`src/rtl/pipe_pkg.sv`:
```
// Shared definitions for the 5-stage pipeline hazard controller.
//   REG_W         : architectural register index width
//   reg_idx_t     : register index type
//   fwd_sel_e     : operand source select (RF / EX / MEM / WB result)
//   mem_state_e   : data-memory wait FSM states
package pipe_pkg;

  localparam int REG_W = 5;

  typedef logic [REG_W-1:0] reg_idx_t;

  typedef enum logic [1:0] {
    FWD_RF  = 2'b00,
    FWD_EX  = 2'b01,
    FWD_MEM = 2'b10,
    FWD_WB  = 2'b11
  } fwd_sel_e;

  typedef enum logic {
    MIDLE = 1'b0,
    MWAIT = 1'b1
  } mem_state_e;

endpackage

```
`src/rtl/fwd_sel.sv`:
```
// Operand forwarding select for one ID-stage source register.
// Purely combinational; the youngest matching producer wins.
// Ports:
//   i_rs, i_use                      : source index and "instruction reads it"
//   i_v_ex/i_ex_rd/i_ex_regwrite/i_ex_is_load : EX producer
//   i_v_mem/i_mem_rd/i_mem_regwrite  : MEM producer
//   i_v_wb/i_wb_rd/i_wb_regwrite     : WB producer
//   o_sel                            : FWD_RF / FWD_EX / FWD_MEM / FWD_WB
module fwd_sel
  import pipe_pkg::*;
(
  input  logic     [REG_W-1:0] i_rs,
  input  logic                 i_use,
  input  logic                 i_v_ex,
  input  logic     [REG_W-1:0] i_ex_rd,
  input  logic                 i_ex_regwrite,
  input  logic                 i_ex_is_load,
  input  logic                 i_v_mem,
  input  logic     [REG_W-1:0] i_mem_rd,
  input  logic                 i_mem_regwrite,
  input  logic                 i_v_wb,
  input  logic     [REG_W-1:0] i_wb_rd,
  input  logic                 i_wb_regwrite,
  output logic     [1:0]       o_sel
);

  logic w_hit_ex;
  logic w_hit_mem;
  logic w_hit_wb;

  // A load in EX has no data yet, so it is never an EX-stage source;
  // the load-use stall covers that case instead.
  assign w_hit_ex  = i_v_ex & i_ex_regwrite & ~i_ex_is_load &
                     (i_ex_rd != '0) & (i_rs == i_ex_rd);
  assign w_hit_mem = i_v_mem & i_mem_regwrite &
                     (i_mem_rd != '0) & (i_rs == i_mem_rd);
  assign w_hit_wb  = i_v_wb & i_wb_regwrite &
                     (i_wb_rd != '0) & (i_rs == i_wb_rd);

  always_comb begin
    o_sel = FWD_RF;
    if (i_use) begin
      if (w_hit_ex)       o_sel = FWD_EX;
      else if (w_hit_mem) o_sel = FWD_MEM;
      else if (w_hit_wb)  o_sel = FWD_WB;
    end
  end

endmodule

```
`src/rtl/pipe_hazard_ctrl.sv`:
```
// Central hazard sequencer for the IF/ID/EX/MEM/WB pipeline.
// Tracks a valid bit per stage, stalls on load-use, flushes on EX redirects,
// freezes the whole pipe while data memory is busy (with a bounded wait),
// and produces the ID-stage forwarding selects.
// Ports:
//   clk, reset            : clock, synchronous active-high reset
//   id_*                  : ID source registers and their use flags
//   ex_*, mem_*, wb_*     : producer info per stage, memory handshake
//   pc_en .. mem_wb_en    : pipeline register enables / bubble loads
//   fwd_a, fwd_b          : operand selects (00 RF, 01 EX, 10 MEM, 11 WB)
//   mem_err               : sticky memory-timeout flag
//   stage_valid           : {v_wb, v_mem, v_ex, v_id}
//   dbg_mem_state         : current memory-wait FSM state
//   stall_cnt/freeze_cnt/flush_cnt : saturating event counters, present
//                           only when PIPE_PERF_CNT_EN is defined
module pipe_hazard_ctrl
  import pipe_pkg::*;
#(
  parameter int MEM_TIMEOUT = 16,
  parameter int CNT_W       = 32
) (
  input  logic             clk,
  input  logic             reset,
  input  logic [REG_W-1:0] id_rs1,
  input  logic [REG_W-1:0] id_rs2,
  input  logic             id_use_rs1,
  input  logic             id_use_rs2,
  input  logic [REG_W-1:0] ex_rd,
  input  logic             ex_regwrite,
  input  logic             ex_is_load,
  input  logic             ex_redirect,
  input  logic [REG_W-1:0] mem_rd,
  input  logic             mem_regwrite,
  input  logic             mem_req,
  input  logic             mem_ready,
  input  logic [REG_W-1:0] wb_rd,
  input  logic             wb_regwrite,
  output logic             pc_en,
  output logic             if_id_en,
  output logic             if_id_flush,
  output logic             id_ex_en,
  output logic             id_ex_flush,
  output logic             ex_mem_en,
  output logic             mem_wb_en,
  output logic [1:0]       fwd_a,
  output logic [1:0]       fwd_b,
  output logic             mem_err,
`ifdef PIPE_PERF_CNT_EN
  output logic [CNT_W-1:0] stall_cnt,
  output logic [CNT_W-1:0] freeze_cnt,
  output logic [CNT_W-1:0] flush_cnt,
`endif
  output logic [3:0]       stage_valid,
  output logic             dbg_mem_state
);

  localparam logic [7:0] LP_TIMEOUT = 8'(MEM_TIMEOUT);

  // Stage valids
  logic r_v_id, r_v_ex, r_v_mem, r_v_wb;
  logic w_v_id_nxt, w_v_ex_nxt, w_v_mem_nxt, w_v_wb_nxt;

  // Memory wait FSM
  mem_state_e r_state, w_state_nxt;
  logic [7:0] r_mem_cnt, w_mem_cnt_nxt;
  logic       r_mem_err, w_err_set;

  // Hazard terms
  logic w_freeze;
  logic w_timeout;
  logic w_hold;
  logic w_redirect;
  logic w_loaduse;

  assign w_freeze   = r_v_mem & mem_req & ~mem_ready;
  // On the timeout cycle the access is still outstanding, but the pipe is
  // released anyway so a dead memory cannot lock the core forever.
  assign w_timeout  = (r_state == MWAIT) & w_freeze & (r_mem_cnt == LP_TIMEOUT);
  assign w_hold     = w_freeze & ~w_timeout;
  assign w_redirect = r_v_ex & ex_redirect;
  assign w_loaduse  = r_v_id & r_v_ex & ex_is_load & ex_regwrite & (ex_rd != '0) &
                      ((id_use_rs1 & (id_rs1 == ex_rd)) |
                       (id_use_rs2 & (id_rs2 == ex_rd)));

  // ---------------------------------------------------------------------------
  // Memory wait FSM
  // ---------------------------------------------------------------------------
  always_ff @(posedge clk) begin
    if (reset) begin
      r_state   <= MIDLE;
      r_mem_cnt <= '0;
      r_mem_err <= 1'b0;
    end else begin
      r_state   <= w_state_nxt;
      r_mem_cnt <= w_mem_cnt_nxt;
      if (w_err_set) r_mem_err <= 1'b1;
    end
  end

  always_comb begin
    w_state_nxt   = r_state;
    w_mem_cnt_nxt = r_mem_cnt;
    w_err_set     = 1'b0;
    case (r_state)
      MIDLE: begin
        if (w_freeze) begin
          w_state_nxt   = MWAIT;
          w_mem_cnt_nxt = 8'd1;
        end
      end
      MWAIT: begin
        // Leaving covers both mem_ready and the request going away.
        if (!w_freeze) begin
          w_state_nxt = MIDLE;
        end else if (r_mem_cnt == LP_TIMEOUT) begin
          w_state_nxt = MIDLE;
          w_err_set   = 1'b1;
        end else begin
          w_mem_cnt_nxt = r_mem_cnt + 8'd1;
        end
      end
      default: w_state_nxt = MIDLE;
    endcase
  end

  // ---------------------------------------------------------------------------
  // Pipeline register control: freeze > redirect > load-use > advance
  // ---------------------------------------------------------------------------
  always_comb begin
    pc_en       = 1'b1;
    if_id_en    = 1'b1;
    if_id_flush = 1'b0;
    id_ex_en    = 1'b1;
    id_ex_flush = 1'b0;
    ex_mem_en   = 1'b1;
    mem_wb_en   = 1'b1;
    if (w_hold) begin
      pc_en     = 1'b0;
      if_id_en  = 1'b0;
      id_ex_en  = 1'b0;
      ex_mem_en = 1'b0;
      mem_wb_en = 1'b0;
    end else if (w_redirect) begin
      if_id_flush = 1'b1;
      id_ex_flush = 1'b1;
    end else if (w_loaduse) begin
      pc_en       = 1'b0;
      if_id_en    = 1'b0;
      id_ex_flush = 1'b1;
    end
  end

  always_comb begin
    w_v_id_nxt  = r_v_id;
    w_v_ex_nxt  = r_v_ex;
    w_v_mem_nxt = r_v_mem;
    w_v_wb_nxt  = r_v_wb;
    if (!w_hold) begin
      w_v_wb_nxt  = r_v_mem;
      w_v_mem_nxt = r_v_ex;
      if (w_redirect) begin
        w_v_ex_nxt = 1'b0;
        w_v_id_nxt = 1'b0;
      end else if (w_loaduse) begin
        // ID instruction stays put; a bubble enters EX.
        w_v_ex_nxt = 1'b0;
        w_v_id_nxt = r_v_id;
      end else begin
        w_v_ex_nxt = r_v_id;
        w_v_id_nxt = 1'b1;
      end
    end
  end

  always_ff @(posedge clk) begin
    if (reset) begin
      r_v_id  <= 1'b0;
      r_v_ex  <= 1'b0;
      r_v_mem <= 1'b0;
      r_v_wb  <= 1'b0;
    end else begin
      r_v_id  <= w_v_id_nxt;
      r_v_ex  <= w_v_ex_nxt;
      r_v_mem <= w_v_mem_nxt;
      r_v_wb  <= w_v_wb_nxt;
    end
  end

  // ---------------------------------------------------------------------------
  // Forwarding selects
  // ---------------------------------------------------------------------------
  fwd_sel u_fwd_a (
    .i_rs           (id_rs1),
    .i_use          (id_use_rs1),
    .i_v_ex         (r_v_ex),
    .i_ex_rd        (ex_rd),
    .i_ex_regwrite  (ex_regwrite),
    .i_ex_is_load   (ex_is_load),
    .i_v_mem        (r_v_mem),
    .i_mem_rd       (mem_rd),
    .i_mem_regwrite (mem_regwrite),
    .i_v_wb         (r_v_wb),
    .i_wb_rd        (wb_rd),
    .i_wb_regwrite  (wb_regwrite),
    .o_sel          (fwd_a)
  );

  fwd_sel u_fwd_b (
    .i_rs           (id_rs2),
    .i_use          (id_use_rs2),
    .i_v_ex         (r_v_ex),
    .i_ex_rd        (ex_rd),
    .i_ex_regwrite  (ex_regwrite),
    .i_ex_is_load   (ex_is_load),
    .i_v_mem        (r_v_mem),
    .i_mem_rd       (mem_rd),
    .i_mem_regwrite (mem_regwrite),
    .i_v_wb         (r_v_wb),
    .i_wb_rd        (wb_rd),
    .i_wb_regwrite  (wb_regwrite),
    .o_sel          (fwd_b)
  );

  // ---------------------------------------------------------------------------
  // Optional saturating event counters
  // ---------------------------------------------------------------------------
`ifdef PIPE_PERF_CNT_EN
  logic [CNT_W-1:0] r_stall_cnt, r_freeze_cnt, r_flush_cnt;

  always_ff @(posedge clk) begin
    if (reset) begin
      r_stall_cnt  <= '0;
      r_freeze_cnt <= '0;
      r_flush_cnt  <= '0;
    end else begin
      if (w_loaduse && !w_hold && !w_redirect && (r_stall_cnt != '1))
        r_stall_cnt <= r_stall_cnt + 1'b1;
      if (w_hold && (r_freeze_cnt != '1))
        r_freeze_cnt <= r_freeze_cnt + 1'b1;
      if (w_redirect && !w_hold && (r_flush_cnt != '1))
        r_flush_cnt <= r_flush_cnt + 1'b1;
    end
  end

  assign stall_cnt  = r_stall_cnt;
  assign freeze_cnt = r_freeze_cnt;
  assign flush_cnt  = r_flush_cnt;
`endif

  assign mem_err       = r_mem_err;
  assign stage_valid   = {r_v_wb, r_v_mem, r_v_ex, r_v_id};
  assign dbg_mem_state = r_state;

endmodule
```
`config.mk`:
```
export PLATFORM = sky130hd
export DESIGN_NAME = pipe_hazard_ctrl
export DESIGN_NICKNAME = d
export VERILOG_FILES = /design/src/rtl/pipe_pkg.sv /design/src/rtl/fwd_sel.sv /design/src/rtl/pipe_hazard_ctrl.sv
export SDC_FILE = /design/constraint.sdc
export NUM_CORES = 1
export LEC_CHECK = 0
export ABC_AREA = 1
export BUFFER_PORTS_ARGS = -buffer_cell sky130_fd_sc_hd__buf_2
export CORE_MARGIN = 3
export CORE_UTILIZATION = 50
export CTS_CLUSTER_SIZE = 20
export DETAILED_ROUTE_END_ITERATION = 7
export HOLD_SLACK_MARGIN = 0.1
export PLACE_DENSITY = 0.79
export SLEW_MARGIN = 20
export SYNTH_ARGS = -nofsm -noshare
export SYNTH_HDL_FRONTEND = slang
export SYNTH_HIERARCHICAL = 1
export SYNTH_SLANG_ARGS = --single-unit
```
`constraint.sdc`:
```
create_clock -name clk -period 2 [get_ports clk]
set_clock_uncertainty 0.2 [all_clocks]
set_input_delay 0.1 -clock clk [delete_from_list [all_inputs] [get_ports clk]]
set_output_delay 0.1 -clock clk [all_outputs]
set_load 0.05 [all_outputs]
```
==> flow_metrics.env, run 1 <==
export IMPL_status="finished clean"
export IMPL_fp_dieW_um=63.8
export IMPL_die_h_um=63.8
export IMPL_grt_util_met3_pct=5.98
export IMPL_r2r_setup_slack_ns=0.09
export IMPL_p_comb_share_pct=37.9
export IMPL_finalCriticalPeriod_ns=1.91
export IMPL_place_ws_ns=0.226
export IMPL_grt_first_pass_wirelength_mm=7.33
export IMPL_grt_overflow=0
export IMPL_critPathRequiredTime_ns=2.03
export IMPL_sequentialPowerShare_pct=40.0
export IMPL_synth_area_leaders="nand2_1 (25%), dfxtp_1 (17%), inv_1 (13%)"
export IMPL_gp_congestion=0.902
export IMPL_drtIter0Drc=172
export IMPL_holdCritPathClass="in2reg"
export IMPL_p_leak_nw=1.20
export IMPL_fin_crit_sh_pct=95.7
export IMPL_core_region_area_um2=3130
export IMPL_io_buffer_count=52
export IMPL_p_per_area_nw_per_um2=347
export IMPL_initial_utilization_pct=53.4
export IMPL_path_clk_slew_ns=0.09
export IMPL_critPathLaunchType="flip-flop"
export IMPL_yosysUniqueCellTypes=28
export IMPL_cts_tree="built"
export IMPL_antenna_found_initial=0
export IMPL_post_synth_cell_area_avg_um2=5.22
export IMPL_arrival_ns=1.94
export IMPL_clock_power_share_pct=22.2
export IMPL_setup_viol=0
export IMPL_num_rows=20
export IMPL_drive_gt1_share_pct=26.1
export IMPL_viasPerCell=4.83
export IMPL_syn_inst=320
export IMPL_crit_path_end_kind="flip-flop"
export IMPL_slew_headroom_pct=78.1
export IMPL_final_max_slew_viol_count=0
export IMPL_worstMarginPinSlew_ns=0.327
export IMPL_cts_sinks=14
export IMPL_hold_violations=0
export IMPL_max_vdd_ir_drop_mv=0.278
export IMPL_first_global_vias=1590
export IMPL_drtAntennaViolNets=0
export IMPL_switching_share_pct=37.9
export IMPL_cts_buffers=3
export IMPL_syn_area_um2=1670
export IMPL_layout_nets=419
export IMPL_grt_max_degree=11
export IMPL_worstPathMaxFanout=5
export IMPL_drtPass1Iterations=5
export IMPL_use_met1_pct=31.2
export IMPL_dieArea_um2=4070
export IMPL_tns_ns=0
export IMPL_synth_top_area_cell="nand2_1"
export IMPL_clk_path_buf_depth=2
export IMPL_yosysSeqAreaShare_pct=16.8
export IMPL_synth_ff_latch_count=14
export IMPL_gr_max_usage_layer="met2"
export IMPL_synth_nets=358
export IMPL_yosysTopAreaCellShare_pct=25.1
export IMPL_drcViolationCount=0
export IMPL_worst_slack_ns=0.0862
export IMPL_post_drt_wl_per_cell_um=11.2
export IMPL_vias=2045
export IMPL_ios=53
export IMPL_routed_wirelength_mm=4.73
export IMPL_max_freq_mhz=523
export IMPL_maxCapViolations=0
export IMPL_path_class="reg2reg"
export IMPL_insertedDiodeCount=0
export IMPL_ys_warn_count=6
export IMPL_cts_root_buf="clkbuf_4"
export IMPL_hold_slack_ns=0.153
export IMPL_cts_max_level=1
export IMPL_clock_latency_ns=0.29
export IMPL_place_hpwl_mm=3.48
export IMPL_area_delta_synth_final_pct=25.4
export IMPL_grt_usage_pct=22.2
export IMPL_gr_usage_met2_pct=33.9
export IMPL_cell_internal_pwr_w=0.000452
export IMPL_power_switching_w=0.000276
-- metal layers --
metal	wire, µm	vias up	part of all wire [%]
met5	0	-	0
met4	40	0	0.85
met3	383	7	8.1
met2	2120	72	45
met1	2190	888	46
li1	-	1078	-
-- logic make-up (layout without fill, tap and decap cells) --
| logic type | after synthesis | in the layout | share of synthesized area, % |
|---|---|---|---|
| simple gates | 192 | 193 | 47.8 |
| buf+inv | 76 | 134 | 19.1 |
| compound gates | 29 | 29 | 11.2 |
| flops | 14 | 14 | 16.8 |
| xor+xnor | 7 | 7 | 3.67 |
| fa+ha+maj | 2 | 2 | 1.50 |
-- power groups by stage --
| stage | Clock [W] | Combinational [W] | Sequential (W) |
|---|---|---|---|
| floorplan | 0 | 0.000162 | 0.000296 |
| global placement | 0 | 0.000252 | 0.000296 |
| detailed placement | 0 | 0.000254 | 0.000297 |
| CTS | 0.000166 | 0.000262 | 0.000290 |
| global route | 0.000189 | 0.000306 | 0.000292 |
| finish | 0.000161 | 0.000276 | 0.000291 |
-- cell usage in the layout (no fill, tap or decap), types with 5 or more instances in the layout --
| cell type | count |
|---|---|
| dlygate4sd3_1 | 5 |
| nor2_1 | 39 |
| a21oi_2 | 7 |
| nand2_1 | 112 |
| nor2_2 | 5 |
| dfxtp_1 | 8 |
| o21ai_0 | 6 |
| xor2_1 | 5 |
| nand3_1 | 21 |
| buf_2 | 50 |
| inv_2 | 12 |
| inv_1 | 53 |
| nor3_1 | 5 |
| dfxtp_2 | 6 |
| a21oi_1 | 6 |
-- sequential cells by signal (all words and copies together) (netlist names) --
signal and flops:
r_v_wb 1, r_v_ex 1, mem_err 1, r_v_id 1, dbg_mem_state 1, r_v_mem 1, r_mem_cnt 8
-- worst max-delay path, stage by stage (launching register included) --
cell,delay [ns]
dfxtp_2,0.35
inv_2,0.04
ha_1,0.19
nand2_1,0.10
nor2_2,0.04
nand2_2,0.11
nand2_4,0.09
a21oi_1,0.16
dlygate4sd3_1,0.58
-- timing repair --
item                       4_1_cts  5_1_grt
gates resized for setup          3       17
pin swaps                        0        6
hold endpoints to repair        11        1
setup endpoints to repair        2        9
hold buffers                     7        1
buffers inserted                 0        3
gates cloned                     0        1
-- worst paths after layout --
check | from | to | depth (start not counted)
max | r_mem_cnt[0] | r_v_mem | 8
min | mem_req | dbg_mem_state | 6
max reg2reg | r_mem_cnt[0] | r_v_mem | 8
min reg2reg | r_mem_cnt[0] | r_mem_cnt[0] | 2
-- Yosys cell counts (all sizes together) --
library cell / count
nand3: 22
nand4: 2
clkinv: 3
nor2: 45
o21ai: 11
o211ai: 1
nand3b: 2
nand2: 116
o22ai: 3
inv: 65
buf: 8
ha: 2
dfxtp: 14
a21oi: 13
nor3: 5
xnor2: 2
xor2: 5
o31ai: 1
-- through the flow --
step / util, % / total power [W] / cell area (µm²) / std cells
after floorplan: - / 0.000458 / 1670 / 320
after global placement: 61.8 / 0.000549 / 1930 / 409
after detailed placement: 61.8 / 0.000551 / 1930 / 409
after CTS: 65.0 / 0.000719 / 2030 / 419
after global routing: 67.0 / 0.000787 / 2100 / 423
final: 67.0 / 0.000728 / 2100 / 423
-- layout make-up --
cell class,instances,area (µm²)
multi-input combinational,231,1100
fill,295,1030
timing repair buffer,63,378
sequential,14,288
inverter,68,255
tap,44,55.1
clock buffer,3,22.5
(Power assumes the default switching activity.)
==> run 2: changes to the inputs <==
--- a/config.mk
+++ b/config.mk
@@ -7,12 +7,14 @@
 export LEC_CHECK = 0
 export ABC_AREA = 1
 export BUFFER_PORTS_ARGS = -buffer_cell sky130_fd_sc_hd__buf_2
+export CELL_PAD_IN_SITES_DETAIL_PLACEMENT = 1
+export CELL_PAD_IN_SITES_GLOBAL_PLACEMENT = 1
 export CORE_MARGIN = 3
-export CORE_UTILIZATION = 50
+export CORE_UTILIZATION = 33
 export CTS_CLUSTER_SIZE = 20
 export DETAILED_ROUTE_END_ITERATION = 7
 export HOLD_SLACK_MARGIN = 0.1
-export PLACE_DENSITY = 0.79
+export PLACE_DENSITY = 0.87
 export SLEW_MARGIN = 20
 export SYNTH_ARGS = -nofsm -noshare
 export SYNTH_HDL_FRONTEND = slang
==> run 2 against run 1 <==
  * Design area decreased by 0.72%
  * Critical path depth unchanged
  * Critical path type is now reg2out
  * Power grew 17%
==> flow_metrics.env, run 2 (same netlist as run 1, synthesis figures left out) <==
export IMPL_max_vdd_ir_drop_mv=0.393
export IMPL_die_h_um=77.2
export IMPL_final_max_slew_viol_count=0
export IMPL_fillers=745
export IMPL_cts_sinks=14
export IMPL_post_drt_wl_per_cell_um=13.1
export IMPL_drtAntennaViolNets=0
export IMPL_routed_wirelength_mm=5.74
export IMPL_cts_root_buf="clkbuf_8"
export IMPL_fin_crit_sh_pct=95.1
export IMPL_ios=53
export IMPL_crit_family="buffers and inverters"
export IMPL_clock_latency_ns=0.25
export IMPL_path_clk_slew_ns=0.06
export IMPL_drtPass1Iterations=4
export IMPL_status="finished clean"
export IMPL_place_ws_ns=0.196
export IMPL_met2_length_mm=2.84
export IMPL_crit_chain="inv_1, ha_1, nand2_1, nor2_2, nand2_2, nand2_4, buf_4, buf_2"
export IMPL_area_delta_synth_final_pct=24.6
export IMPL_highest_layer="met4"
export IMPL_finalCriticalPeriod_ns=1.90
export IMPL_setup_viol=0
export IMPL_critPathLaunchType="flip-flop"
export IMPL_power_w=0.000854
export IMPL_regMostFlops="r_mem_cnt"
export IMPL_p_per_area_nw_per_um2=410
export IMPL_instances_no_fill=440
export IMPL_dieArea_um2=5960
export IMPL_grt_usage_pct=19.4
export IMPL_maxCapViolations=0
export IMPL_cts_tree="built"
export IMPL_antenna_found_initial=0
export IMPL_critPathRequiredTime_ns=1.70
export IMPL_cts_max_level=1
export IMPL_dp_cells=432
export IMPL_first_global_vias=2148
export IMPL_drive_gt1_share_pct=24.9
export IMPL_arrival_ns=1.60
export IMPL_gp_congestion=0.817
export IMPL_slowest_delay_ns=0.33
export IMPL_drcViolationCount=0
export IMPL_core_region_area_um2=4820
export IMPL_slew_headroom_pct=71.8
export IMPL_io_buffer_count=52
export IMPL_num_rows=25
export IMPL_fp_dieW_um=77.2
export IMPL_crit_path_end_kind="output pin"
export IMPL_p_leak_nw=1.17
export IMPL_clk_path_buf_depth=2
export IMPL_initial_utilization_pct=34.7
export IMPL_hold_violations=0
export IMPL_multi_input_comb_area_um2=1080
export IMPL_worstPathMaxFanout=5
export IMPL_cts_buffers=3
export IMPL_rsz0062_at_grt="true"
export IMPL_layout_nets=412
export IMPL_holdCritPathClass="in2reg"
export IMPL_grt_overflow=0
export IMPL_final_cell_mix="nand2_1 (112), inv_1 (54), buf_2 (48), nor2_1 (39), nand3_1 (21)"
export IMPL_viasPerCell=4.80
export IMPL_largest_reg_flops=8
export IMPL_drt_met1_wl_mm=2.63
export IMPL_crit_path_top_delay_cell="dfxtp_1"
export IMPL_drtIter0Drc=56
export IMPL_sequential_cell_area_um2=284
export IMPL_path_class="reg2out"
export IMPL_wl_met3_um=231
export IMPL_place_hpwl_mm=4.67
export IMPL_layout_commonest_cell="nand2_1"
export IMPL_grt_max_degree=11
export IMPL_grt_first_pass_wirelength_mm=9.55
export IMPL_fin_util_pct=43.2
export IMPL_worst_slack_ns=0.0987
export IMPL_max_freq_mhz=526
export IMPL_insertedDiodeCount=0
export IMPL_worstMarginPinSlew_ns=0.421
export IMPL_vias=2114
export IMPL_crit_buf_inv=3
[run 2: layer usage]
| layer | GRT usage [%] | vias up |
|---|---|---|
| met5 | 0 | - |
| met4 | 2.67 | 0 |
| met3 | 3.87 | 8 |
| met2 | 34.5 | 47 |
| met1 | 24.5 | 995 |
| li1 | - | 1064 |
[run 2: stage by stage]
step / instance area [µm²] / hold WS [ns] / setup TNS, ns
after floorplan: 1670 / -0.0376 / 0
after global placement: 1960 / 0.176 / 0
after detailed placement: 1960 / 0.170 / 0
after CTS: 2060 / 0.100 / 0
after global routing: 2080 / 0.142 / -0.00895
final: 2080 / 0.0979 / 0
[run 2: area by class of cell]
type | count | area share (%)
Timing Repair Buffer | 57 | 15.4
Sequential cell | 14 | 13.6
Clock buffer | 4 | 2.64
Multi-Input combinational cell | 230 | 52.0
Tap cell | 67 | 4.03
Inverter | 68 | 12.3
[run 2: timing repair]
action	in CTS	in global routing
hold endpoints to repair	6	0
hold buffers	2	0
gates resized for setup	4	10
setup buffers	2	0
endpoints found under the setup margin	4	7
[run 2: path summary, 6_finish.rpt]
check                     from  slack, ns         to  cells after the start
setup / recovery  r_mem_cnt[1]        0.1  mem_wb_en                      8
hold / removal       mem_ready        0.1     r_v_id                      5
hold reg to reg        mem_err       0.26    mem_err                      2
setup reg to reg  r_mem_cnt[0]       0.18     r_v_wb                     10
[run 2: where the power goes]
part,leakage (nW),internal (W),switching [W],total [W]
sequential,0.115,0.000285,0.00000625,0.000291
clock,0.0288,0.000175,0.000112,0.000287
combinational,1.03,0.0000936,0.000182,0.000276
total,1.17,0.000553,0.000301,0.000854
[run 2: tightest hold or removal path: stages]
cell and delay, ns:
buf_2 0.10, nor2_2 0.05, nand2_4 0.09, nand2_2 0.06, a21oi_1 0.10
